--- src/rtl/pipeline_pkg.sv ---
// Shared fetch-pipeline types: fetch FSM state encoding, watchdog width and
// the word-alignment helper used by the fetch controller.
package pipeline_pkg;

    localparam int FETCH_WAIT_W = 8;

    typedef enum logic [2:0] {
        IDLE  = 3'd0,
        FETCH = 3'd1,
        WAIT  = 3'd2,
        DRAIN = 3'd3,
        ERR   = 3'd4
    } fetch_state_t;

    function automatic logic [31:0] align_word(input logic [31:0] addr);
        return {addr[31:2], 2'b00};
    endfunction

endpackage

--- src/rtl/fetch_wdog.sv ---
// Fetch watchdog: counts consecutive not-ready cycles and flags the cycle on
// which the count would reach MAX_WAIT.
module fetch_wdog
    import pipeline_pkg::*;
#(
    parameter int MAX_WAIT = 8
) (
    input  logic clk,
    input  logic reset,
    input  logic clear,
    input  logic inc,
    output logic expire
);

    logic [FETCH_WAIT_W-1:0] cnt;

    // NOTE: state registers use non-blocking assignments so every flop samples
    // pre-edge values regardless of block ordering.
    always_ff @(posedge clk) begin
        if (reset || clear) begin
            cnt <= '0;
        end else if (inc) begin
            cnt <= cnt + 1'b1;
        end
    end

    // Fires on the MAX_WAIT-th consecutive miss so the FSM leaves on that edge.
    assign expire = inc && (cnt == FETCH_WAIT_W'(MAX_WAIT - 1));

endmodule

--- src/rtl/fetch_ctrl.sv ---
// Fetch PC controller with redirect draining and not-ready timeout.
// Define FETCH_MISALIGN_TRAP_EN to trap misaligned redirect targets instead of aligning them.
module fetch_ctrl
    import pipeline_pkg::*;
#(
    parameter logic [31:0] RESET_PC = 32'h0000_0000,
    parameter int          MAX_WAIT = 8
) (
    input  logic        clk,
    input  logic        reset,
    input  logic        StallF,
    input  logic        PCSrcE,
    input  logic [31:0] PCTargetE,
    input  logic        imem_ready,
    output logic [31:0] PCF,
    output logic        imem_req,
    output logic        fetch_valid,
    output logic        fetch_err,
    output logic        misalign
);

    fetch_state_t state_q, state_d;
    logic [31:0]  pc_q, pc_d;
    logic [31:0]  pend_q, pend_d;
    logic [31:0]  tgt;
    logic         bad_tgt;
    logic         active;
    logic         issuing;
    logic         mis_set;
    logic         expire;

`ifdef FETCH_MISALIGN_TRAP_EN
    logic mis_q;

    assign tgt     = PCTargetE;
    assign bad_tgt = PCSrcE && (PCTargetE[1:0] != 2'b00);

    always_ff @(posedge clk) begin
        if (reset) begin
            mis_q <= 1'b0;
        end else if (mis_set) begin
            mis_q <= 1'b1;
        end
    end

    assign misalign = mis_q;
`else
    assign tgt      = align_word(PCTargetE);
    assign bad_tgt  = 1'b0;
    assign misalign = 1'b0;
`endif

    assign active  = (state_q == FETCH) || (state_q == WAIT) || (state_q == DRAIN);
    assign issuing = (state_q == FETCH) || (state_q == WAIT);

    fetch_wdog #(
        .MAX_WAIT (MAX_WAIT)
    ) u_wdog (
        .clk    (clk),
        .reset  (reset),
        .clear  (!(active && !imem_ready)),
        .inc    (active && !imem_ready),
        .expire (expire)
    );

    // NOTE: every variable gets a default before the case so no path leaves it
    // unassigned, which would otherwise infer a latch.
    always_comb begin
        state_d = state_q;
        pc_d    = pc_q;
        pend_d  = pend_q;
        mis_set = 1'b0;
        unique case (state_q)
            IDLE: state_d = FETCH;
            FETCH, WAIT, DRAIN: begin
                if (bad_tgt) begin
                    state_d = ERR;
                    mis_set = 1'b1;
                end else if (expire) begin
                    state_d = ERR;
                end else if (imem_ready) begin
                    state_d = FETCH;
                    if (PCSrcE)                pc_d = tgt;
                    else if (state_q == DRAIN) pc_d = pend_q;
                    else if (!StallF)          pc_d = pc_q + 32'd4;
                end else if (PCSrcE) begin
                    // Memory still owes a response for the old PC; park the target.
                    pend_d  = tgt;
                    state_d = DRAIN;
                end else if (state_q != DRAIN) begin
                    state_d = WAIT;
                end
            end
            ERR:     state_d = ERR;
            default: state_d = IDLE;
        endcase
    end

    always_ff @(posedge clk) begin
        if (reset) begin
            state_q <= IDLE;
            pc_q    <= RESET_PC;
            pend_q  <= '0;
        end else begin
            state_q <= state_d;
            pc_q    <= pc_d;
            pend_q  <= pend_d;
        end
    end

    assign PCF         = pc_q;
    assign imem_req    = !reset && active;
    assign fetch_valid = !reset && issuing && imem_ready && !PCSrcE;
    assign fetch_err   = (state_q == ERR);

endmodule

--- config.mk ---
export PLATFORM = sky130hd
export DESIGN_NAME = fetch_ctrl
export DESIGN_NICKNAME = d
export VERILOG_FILES = /design/src/rtl/pipeline_pkg.sv /design/src/rtl/fetch_wdog.sv /design/src/rtl/fetch_ctrl.sv
export SDC_FILE = /design/constraint.sdc
export NUM_CORES = 1
export LEC_CHECK = 0
export CORE_ASPECT_RATIO = 1.4
export CORE_MARGIN = 10
export CORE_UTILIZATION = 30
export DETAILED_ROUTE_END_ITERATION = 8
export SLEW_MARGIN = 20
export SYNTH_ARGS = -nofsm -noshare
export SYNTH_HDL_FRONTEND = slang
export SYNTH_SLANG_ARGS = --single-unit
--- constraint.sdc ---
create_clock -name clk -period 4.3 [get_ports clk]
set_input_delay 0.86 -clock clk [delete_from_list [all_inputs] [get_ports clk]]
set_output_delay 0.86 -clock clk [all_outputs]
set_load 0.05 [all_outputs]
[Word level (Yosys, flattened, before mapping)]
Cells that the tools add are included.
Storage, ports and cells
  bits in registers: 73
  output and inout port bits: 36
  logic and storage cells: 41
  input port bits: 37
Cells by class
  bitwise logic cells: 2
  multiplexer cells: 8
  reductions and logical operators: 17
  equality and inequality tests: 8
  $add $sub $neg: 2
Operator list (number)
  2-to-1 mux 32 bit: 3
  adder 32 x 3 -> 32 bit, second input constant: 1
  2-to-1 mux 3 bit: 4
  case mux 3 bit (3 select lines): 1
  adder 8 x 1 -> 8 bit, second input constant: 1
  == test 8 x 3 -> 1 bit, second input constant: 1
  AND reduction 4 bit: 2
  == test 3 x 2 -> 1 bit, second input constant: 2
  logical AND 1 bit: 6
  != test 5 bit, second input constant: 1
  zero test 1 bit: 4
  == test 3 x 1 -> 1 bit, second input constant: 1
  == test 3 bit, second input constant: 1
  zero test 3 bit: 1
  logical OR 1 bit: 3
  != test 3 x 1 -> 1 bit, second input constant: 1
  != test 3 x 2 -> 1 bit, second input constant: 1
  OR reduction 3 bit: 1
  inverter 1 bit: 2

[Logic depth before layout (Yosys ltp)]
Gate-level depths: netlist (run 1).
  depth after elaboration: 7
  gate-level depth with buffers: 8
  depth with buffers taken out: 6

[Cells and area by module]
From an unflattened synthesis (run 1), not the netlist that was laid out.
Unflattened totals
  cell total of the unflattened synthesis: 540
  area total of the unflattened synthesis: 3961.3 µm²
By module, submodules not included
  fetch_ctrl: cells each 500, area each 3603.5 µm², sequential area each 1261.2 µm², instances 1
  fetch_wdog: cells each 40, area each 357.8 µm², sequential area each 160.2 µm², instances 1

[Worst setup path before layout (run 1)]
OpenSTA, ideal clock, no wires.
  kind: input to output
  from: input reset
  to: output imem_req
  slack: 1232 ps
  path buffers: 2
  arrival time: 2208 ps
  required time: 3440 ps
  stages: 3
  path through: clkbuf_8 -> buf_6 -> nor3_1
On the way
  cells in the longest elaborated chain, start to end: 2
Ends and longest elaborated chain
  start: declaration: RTL line fetch_ctrl.sv:10  | input logic reset,
  zero test 1 bit: RTL line fetch_ctrl.sv:112  | assign imem_req = !reset && active;
  logical AND 1 bit: RTL line fetch_ctrl.sv:112
  end: declaration: RTL line fetch_ctrl.sv:16  | output logic imem_req,
Every way passes these cells.

[Final worst setup path (run 1)]
  from: input imem_ready
  to: output fetch_valid
On the way
  cells in the longest elaborated chain, start to end: 2
Ends and longest elaborated chain
  start: declaration: RTL line fetch_ctrl.sv:14  | input logic imem_ready,
  logical AND 1 bit (2 in a row): RTL line fetch_ctrl.sv:113  | assign fetch_valid = !reset && issuing && imem_ready && !PCSrcE;
  end: declaration: RTL line fetch_ctrl.sv:17  | output logic fetch_valid,
Every way passes these cells.

==> metrics.md, run 1 <==
| Metric | Value |
|---|---|
| Io pins | `73` |
| Worst Hold Class | `reg2reg` |
| CP most frequent cell | `clkdlybuf4s50_1` |
| DIE AREA | `18100 µm²` |
| Syn Area/Cell | `7.50 µm²` |
| VDD IR max | `0.000208 V` |
| Switching power | `513 µW` |
| Total routed wirelength | `12.9 mm` |
| Setup_tns | `0 ns` |
| Worst-margin pin slew | `1.02 ns` |
| Synth Flop Type | `dfxtp_1` |
| Area of the multi-input gates | `2210 µm²` |
| Router iterations before antenna repair | `5` |
| Required @ worst endpoint | `3.44 ns` |
| RSZ-0062 raised after global routing | `false` |
| Hold Slack | `0.451 ns` |
| DR iter-0 viols | `234` |
| Final setup violation count | `0` |
| CTS tree | `built` |
| Routed wire per std cell | `17.6 µm` |
| Clk slew on worst S/H paths | `0.06 ns` |
| Number of buffers on the longest clock path | `2` |
| CP peak stage delay | `0.81 ns` |
| CTS root buffer | `clkbuf_16` |
| Initial antenna violation count | `0` |
| Sequential cell area | `1420 µm²` |
| Worst skew pair latency | `0.34 ns` |
| Total track usage | `14.3%` |
| Status | `finished clean` |
| Worst r2r src | `PCF[2]$_SDFFE_PP0P_` |
| Filler cells | `1303` |
| Clock power share | `44.1%` |
| Sink Count | `71` |
| Pint | `1330 µW` |
| Row cnt | `49` |
| Number of max-cap violations | `0` |
| Number of synthesized flops with an enable pin | `0` |
| Mapped Area | `3910 µm²` |
| Detail Placement HPWL | `8.49 mm` |
| Core area | `12800 µm²` |
| Slew headroom | `32.2%` |
| Register share of total power | `39.4%` |
| DR DRC count | `0` |
| Fraction of layout cells with a size suffix above 1 | `6.07%` |
| CTS Buf Count | `9` |
| Leak Pwr | `0.00171 µW` |
| Nets | `611` |
| Post-CTS Hold Buffers | `0` |
| Vias in the first global route | `3923` |
| First-pass GRT wire length | `20.4 mm` |
| Syn Inst Count | `522` |
| Sw Ratio | `27.9%` |
| Layout Skew | `0.00617 ns` |
| Via/cell ratio | `5.53` |
| IO Port Bufs | `67` |
| CP Launch Point | `imem_ready` |
| Die Wd | `117 µm` |
| Most frequent cells in the layout | `nand2_1 (93), dfxtp_1 (71), clkdlybuf4s50_1 (65)` |
| Cells along the critical path | `clkdlybuf4s50_1 > and4_1 > clkdlybuf4s50_1` |
| Routed Antenna Nets | `0` |
| Worst setup SP type | `input pin` |
| Die height | `155 µm` |
| Yosys cell types | `54` |
| Critical Path AT | `2.39 ns` |
| Fin crit period | `3.25 ns` |
| Critical Path End Type | `primary output` |
| Htree depth | `3` |
| Final hold vios | `0` |
| Worst Min Path Start | `pend_q[26]$_SDFFE_PP0P_` |
| Max Freq | `308 MHz` |
| Seq/Total Area, Yosys | `36.3%` |
| Final Cycle Share | `75.5%` |
| Gate power share | `16.5%` |
| Fin. max-slew vios | `0` |
| Critical path type | `in2out` |
| Postcts setup bufs | `0` |
| Area delta synth->final | `26.3%` |
| Synth Warn # | `0` |
| Commonest non-fill, non-tap cell in the layout | `nand2_1` |
| Final GP Congestion | `0.827` |
| CP max-delay cell | `clkdlybuf4s50_1` |
| CP max FO | `4` |
| Largest net degree at the start of global routing | `61` |
| Vias | `4039` |
| Pwr per Cell Area | `373 nW/µm²` |
| Total grt overflow | `0` |
| Cts repair resizes | `0` |
| N_diodes | `0` |
| Register bit total from synthesis | `71` |
| Synth async-reset ratio | `0%` |
| Starting Density | `30.5%` |
[state kept, by name, summed over array words and instances, names as in the netlist]
| register | flops |
|---|---|
| state_q | 3 |
| pend_q | 30 |
| u_wdog.cnt | 8 |
| PCF | 30 |
[per-stage QoR]
stage / cell area (µm²) / total power, µW / util [%] / setup slack, ns / cells
floorplan: 3920 / 931 / - / 1.23 / 524
global placement: 4610 / 1040 / 36.0 / 1.05 / 714
detailed placement: 4610 / 1040 / 36.0 / 1.07 / 714
CTS: 4940 / 1850 / 38.6 / 1.05 / 730
global route: 4940 / 1910 / 38.6 / 1.02 / 730
finish: 4940 / 1840 / 38.6 / 1.05 / 730
[path summary, 6_finish.rpt]
check / to / slack [ns] / depth (start not counted)
min: pend_q[26]$_SDFFE_PP0P_ / 0.45 / 2
max reg2reg: PCF[22]$_SDFFE_PP0P_ / 2.02 / 6
max: fetch_valid / 1.05 / 3
min reg2reg: pend_q[26]$_SDFFE_PP0P_ / 0.45 / 2
[cells in the mapped netlist, drive strengths merged, types with 3 or more instances]
master / instances / area, µm²
nand2: 93 / 349
dfxtp: 71 / 1420
a21oi: 61 / 305
nor2: 41 / 154
clkbuf: 31 / 166
nand3: 26 / 130
o21ai: 25 / 125
nand4: 16 / 115
nor3: 15 / 75.1
and3: 12 / 75.1
buf: 12 / 90.1
a211oi: 11 / 87.6
xor2: 9 / 78.8
inv: 8 / 30.0
nor4: 8 / 50.1
or3: 8 / 50.1
xnor2: 8 / 70.1
a31oi: 7 / 43.8
a221oi: 6 / 52.6
o211ai: 6 / 45.0
a21o: 4 / 30.0
and2: 4 / 25.0
nand2b: 4 / 25.0
a311oi: 3 / 26.3
and4: 3 / 26.3
or4: 3 / 26.3
[kinds of logic (layout without fill, tap and decap cells)]
logic type	count (synthesis)	in the layout	synth area share (%)
AO/OA/AOI/OAI	139	139	21.8
XOR/XNOR	17	17	3.81
adder cells (fa/ha/maj)	3	3	0.895
buffers and inverters	51	104	7.32
flip-flops	71	71	36.3
multiplexers	2	2	0.512
other	1	3	0.0958
AND/OR/NAND/NOR	238	238	29.2
[cell type report]
| class | instances | area share [%] |
|---|---|---|
| Clock buffer | 14 | 5.95 |
| Clock inverter | 2 | 0.709 |
| Inverter | 8 | 0.608 |
| Multi-Input combinational cell | 402 | 44.8 |
| Sequential cell | 71 | 28.8 |
| Tap cell | 153 | 3.87 |
| Timing Repair Buffer | 80 | 15.3 |
[layer usage]
layer	GRT usage [%]	vias to the layer above	routed length, µm
li1	-	1965	-
met1	16.2	1903	5420
met2	24.9	147	6460
met3	2.50	24	732
met4	6.52	0	255
met5	0	-	0
[power groups by stage]
stage	logic, µW	clock network [µW]	registers, µW
5_1_grt	329	852	730
3_3_place_gp	300	0	737
6_report	304	812	725
4_1_cts	306	825	724
2_1_floorplan	142	0	789
3_5_place_dp	305	0	739
[critical path, delay by kind of cell]
kind	cells	cell delay, ns
buffers and inverters	2	1.33
AND/OR/NAND/NOR	1	0.20
Note: power is estimated with default switching activity, not from simulation.
==> run 2: changes to the inputs <==
==> constraint.sdc (replaced) <==
create_clock -name clk -period 3.1 [get_ports clk]
set_input_delay 0.62 -clock clk [delete_from_list [all_inputs] [get_ports clk]]
set_output_delay 0.62 -clock clk [all_outputs]
set_load 0.05 [all_outputs]
==> run 2 against run 1 <==
- critical path depth stayed put
- clock-buffer cell count is 2 lower
- global-route usage is 0.28 points lower
- sequential power grew 39%
- via count decreased by 0.42%
- flip-flop and latch count stayed put
- clock skew fell by 0.0025 ns
- setup slack lost 0.50 ns
- combinational power is 38% higher
- die area stayed put
- cell count is the same
- critical path type is now reg2out
- critical endpoint is now fetch_err
- largest power group is now sequential cells
==> metrics.md, run 2 (synthesis results as in run 1) <==
| Metric | Value |
|---|---|
| Status | `finished clean` |
| Most frequent cells in the layout | `nand2_1 (93), dfxtp_1 (71), clkdlybuf4s50_1 (64)` |
| CP max FO | `6` |
| Worst skew pair latency | `0.33 ns` |
| Worst-margin pin slew | `0.874 ns` |
| Routed wire per std cell | `17.5 µm` |
| Total routed wirelength | `12.8 mm` |
| Nets | `614` |
| CTS Buf Count | `9` |
| DR iter-0 viols | `214` |
| Vias | `4022` |
| Initial antenna violation count | `0` |
| Capture point of the worst reg-to-reg path | `PCF[22]$_SDFFE_PP0P_` |
| Sink Count | `71` |
| Pwr per Cell Area | `487 nW/µm²` |
| Worst Reg-to-Reg Cells | `6` |
| Postcts setup bufs | `0` |
| Cts repair resizes | `0` |
| First-pass GRT wire length | `20.2 mm` |
| IO Port Bufs | `67` |
| Hold Path End | `pend_q[31]$_SDFFE_PP0P_` |
| Worst reg2reg setup slack | `0.82 ns` |
| Hold Slack | `0.450 ns` |
| CTS tree | `built` |
| Max Freq | `393 MHz` |
| Critical path type | `reg2out` |
| Setup_tns | `0 ns` |
| Layout Skew | `0.00364 ns` |
| Largest net degree at the start of global routing | `64` |
| Critical Path AT | `1.92 ns` |
| DR DRC count | `0` |
| Area delta synth->final | `25.4%` |
| Commonest non-fill, non-tap cell in the layout | `nand2_1` |
| Final Cycle Share | `82.0%` |
| CTS root buffer | `clkbuf_16` |
| Die height | `155 µm` |
| Routed Antenna Nets | `0` |
| WHS Path Cells | `2` |
| VDD IR max | `0.000255 V` |
| RSZ-0062 raised after global routing | `false` |
| Io pins | `73` |
| Final hold vios | `0` |
| Die Wd | `117 µm` |
| N_diodes | `0` |
| Worst Min Path Start | `pend_q[31]$_SDFFE_PP0P_` |
| Htree depth | `3` |
| Number of buffers on the longest clock path | `2` |
| Worst r2r src | `PCF[2]$_SDFFE_PP0P_` |
| Post-CTS Hold Buffers | `0` |
| Fraction of layout cells with a size suffix above 1 | `6.24%` |
| Clk slew on worst S/H paths | `0.05 ns` |
| Starting Density | `30.5%` |
| DIE AREA | `18100 µm²` |
| Row cnt | `49` |
| Total grt overflow | `0` |
| Core area | `12800 µm²` |
| Router iterations before antenna repair | `5` |
| Worst setup SP type | `register` |
| Final GP Congestion | `0.796` |
| Critical Path End Type | `primary output` |
| Slew headroom | `41.2%` |
| Fin crit period | `2.54 ns` |
| Detail Placement HPWL | `8.63 mm` |
| Leak Pwr | `0.00169 µW` |
| Via/cell ratio | `5.51` |
| Pwr Total | `2390 µW` |
| Vias in the first global route | `3921` |
| Total track usage | `14.0%` |
| Worst Hold Class | `reg2reg` |
| Number of max-cap violations | `0` |
| Fin. max-slew vios | `0` |
| Final setup violation count | `0` |
| Required @ worst endpoint | `2.48 ns` |
==> run 2: changes by cell type in the layout (fill, tap and decap cells not counted) <==
cell and change:
clkbuf_8 -2, bufinv_16 -1, clkdlybuf4s50_1 -1, buf_4 +4
==> run 2: how the worst max path moves through the flow <==
stage,from,endpoint,slack [ns],depth (start not counted)
after floorplan,reset,imem_req,0.51,3
after global placement,reset,imem_req,0.62,3
after detailed placement,StallF,PCF[2]$_SDFFE_PP0P_,0.69,7
after CTS,state_q[0]$_SDFFE_PP0P_,fetch_err,0.55,3
after global routing,state_q[0]$_SDFFE_PP0P_,fetch_err,0.43,3
final,state_q[0]$_SDFFE_PP0P_,fetch_err,0.56,3
==> run 2: critical path, stage by stage, from the launching register on <==
cell	delay, ns
dfxtp_1	0.36
nor2_1	0.22
and2_1	0.20
clkdlybuf4s50_1	0.82
==> run 2: where the power goes <==
group          switching, µW  internal, µW  total [µW]
combinational            264           157         421
sequential              53.7           955        1010
clock                    367           592         958
total                    684          1700        2390
==> run 2: layer usage <==
metal / vias up / track usage [%] / wire length [µm]
met3: 22 / 3.31 / 680
met5: - / 0 / 0
met1: 1919 / 15.8 / 5330
met4: 0 / 5.32 / 242
met2: 117 / 24.5 / 6540
li1: 1964 / - / -
==> run 2: area by class of cell <==
cell class	instances	area (µm²)
tap	153	191
inverter	8	30.0
clock inverter	1	5.00
fill	1314	7910
timing repair buffer	83	778
multi-input combinational	402	2210
sequential	71	1420
clock buffer	12	267
==> run 2: through the flow <==
step,util (%),setup slack [ns],instance area [µm²],std cells
after floorplan,-,0.512,3920,524
after global placement,36.2,0.625,4630,717
after detailed placement,36.2,0.686,4630,717
after CTS,38.3,0.549,4900,730
after global routing,38.3,0.428,4900,730
final,38.3,0.556,4900,730
==> run 3: changes to the inputs <==
==> constraint.sdc (replaced) <==
create_clock -name clk -period 2.66 [get_ports clk]
set_input_delay 0.532 -clock clk [delete_from_list [all_inputs] [get_ports clk]]
set_output_delay 0.532 -clock clk [all_outputs]
set_load 0.05 [all_outputs]
==> run 3 against run 2 <==
- clock-buffer cell count rose by 1
- power up 22%
- highest routed layer unchanged
- critical endpoint unchanged
- combinational power increased by 19%
- routed wire length increased by 0.85%
- design area grew 1.7%
- largest power group is now clock
==> metrics.md, run 3 (synthesis results as in run 1) <==
| Metric | Value |
|---|---|
| Die height | `155 µm` |
| Sink Count | `71` |
| Clk slew on worst S/H paths | `0.05 ns` |
| Required @ worst endpoint | `2.13 ns` |
| Max Freq | `405 MHz` |
| DR DRC count | `0` |
| Commonest non-fill, non-tap cell in the layout | `nand2_1` |
| Routed Antenna Nets | `0` |
| Setup_tns | `0 ns` |
| Router iterations before antenna repair | `4` |
| Critical path type | `reg2out` |
| Detail Placement HPWL | `9.10 mm` |
| Final GP Congestion | `0.842` |
| Fin crit period | `2.47 ns` |
| Sw Ratio | `28.1%` |
| Routed wire per std cell | `17.5 µm` |
| CTS root buffer | `clkbuf_16` |
| Number of buffers on the longest clock path | `2` |
| Area delta synth->final | `27.4%` |
| Worst skew pair latency | `0.33 ns` |
| First-pass GRT wire length | `20.5 mm` |
| Layout Skew | `0.00493 ns` |
| Row cnt | `49` |
| Final cell count without fillers | `739` |
| Worst-margin pin slew | `0.685 ns` |
| Initial antenna violation count | `0` |
| Fraction of layout cells with a size suffix above 1 | `7.68%` |
| Vias in the first global route | `4082` |
| Pwr per Cell Area | `586 nW/µm²` |
| Final hold vios | `0` |
| Postcts setup bufs | `0` |
| Nets | `620` |
| IO Port Bufs | `67` |
| Htree depth | `3` |
| CTS Buf Count | `9` |
| Fin. max-slew vios | `0` |
| Number of max-cap violations | `0` |
| Cts repair resizes | `0` |
| Register share of total power | `40.1%` |
| Total track usage | `14.1%` |
| RSZ-0062 raised after global routing | `false` |
| Worst r2r src | `PCF[11]$_SDFFE_PP0P_` |
| DR iter-0 viols | `229` |
| Core area | `12800 µm²` |
| Worst Min Path Start | `pend_q[15]$_SDFFE_PP0P_` |
| Placed Cells incl. Taps | `723` |
| Gate power share | `17.1%` |
| CTS tree | `built` |
| Io pins | `73` |
| DIE AREA | `18100 µm²` |
| Total routed wirelength | `12.9 mm` |
| Total grt overflow | `0` |
| Switching power | `820 µW` |
| Critical Path AT | `1.94 ns` |
| VDD IR max | `0.000332 V` |
| Final setup violation count | `0` |
| Post-CTS Hold Buffers | `0` |
| Starting Density | `30.5%` |
| Die Wd | `117 µm` |
| Most frequent cells in the layout | `nand2_1 (93), dfxtp_1 (71), clkdlybuf4s50_1 (63)` |
| Leak Pwr | `0.00174 µW` |
| Clock power share | `42.8%` |
| Pint | `2100 µW` |
| Via/cell ratio | `5.53` |
| Final Cycle Share | `92.9%` |
| Vias | `4084` |
| N_diodes | `0` |
| Slew headroom | `54.4%` |
| Critical Path End Type | `primary output` |
| Worst setup SP type | `register` |
| Worst Hold Class | `reg2reg` |
| CP Launch Point | `state_q[0]$_SDFFE_PP0P_` |
| Status | `finished clean` |
| Filler cells | `1302` |
| CP max FO | `6` |
| Largest net degree at the start of global routing | `62` |
run 3: cell count changes in the layout (fill, tap and decap cells not counted), sizes merged:
| cell | previous run | this run |
|---|---|---|
| buf | 19 | 26 |
| bufinv | 0 | 1 |
| clkbuf | 12 | 13 |
| clkdlybuf4s50 | 64 | 63 |
| clkinv | 1 | 2 |
run 3: through the flow:
step | area, µm² | hold slack (ns) | utilization [%] | power, µW | worst slack, ns
CTS | 4990 | 0.454 | 38.9 | 2940 | 0.180
detailed placement | 4680 | 0.446 | 36.5 | 1690 | 0.268
global placement | 4680 | 0.439 | 36.5 | 1680 | 0.314
global route | 4990 | 0.469 | 38.9 | 3030 | 0.0993
finish | 4990 | 0.449 | 38.9 | 2920 | 0.190
floorplan | 3920 | 0.432 | - | 1510 | 0.197
run 3: final timing paths:
check,to,slack [ns],depth (start not counted)
max,fetch_err,0.19,3
min reg2reg,pend_q[15]$_SDFFE_PP0P_,0.45,2
min,pend_q[15]$_SDFFE_PP0P_,0.45,2
max reg2reg,PCF[21]$_SDFFE_PP0P_,0.38,5
run 3: per-layer routing:
metal	global-route usage [%]	share of wire (%)	up-vias
met3	2.42	5.5	29
met5	0	0	-
li1	-	-	1985
met4	6.75	2.9	0
met1	16.0	41	1928
met2	24.7	51	142
run 3: power by group through the flow:
stage          clock network, µW  logic (µW)  registers, µW
5_1_grt                     1310         540           1180
3_3_place_gp                   0         494           1190
6_report                    1250         500           1170
2_1_floorplan                  0         230           1280
4_1_cts                     1270         503           1170
3_5_place_dp                   0         502           1190
run 3: worst max-delay path, stage by stage (launching register included):
cell	delay [ns]
dfxtp_1	0.36
nor2_1	0.23
and2_1	0.20
clkdlybuf4s50_1	0.82
run 3: final cells by class:
type	count	area, µm²	share of cell area (%)
Clock buffer	13	270	5.42
Clock inverter	3	40.0	0.803
Inverter	8	30.0	0.602
Multi-Input combinational cell	402	2210	44.4
Sequential cell	71	1420	28.5
Tap cell	153	191	3.84
Timing Repair Buffer	89	821	16.5
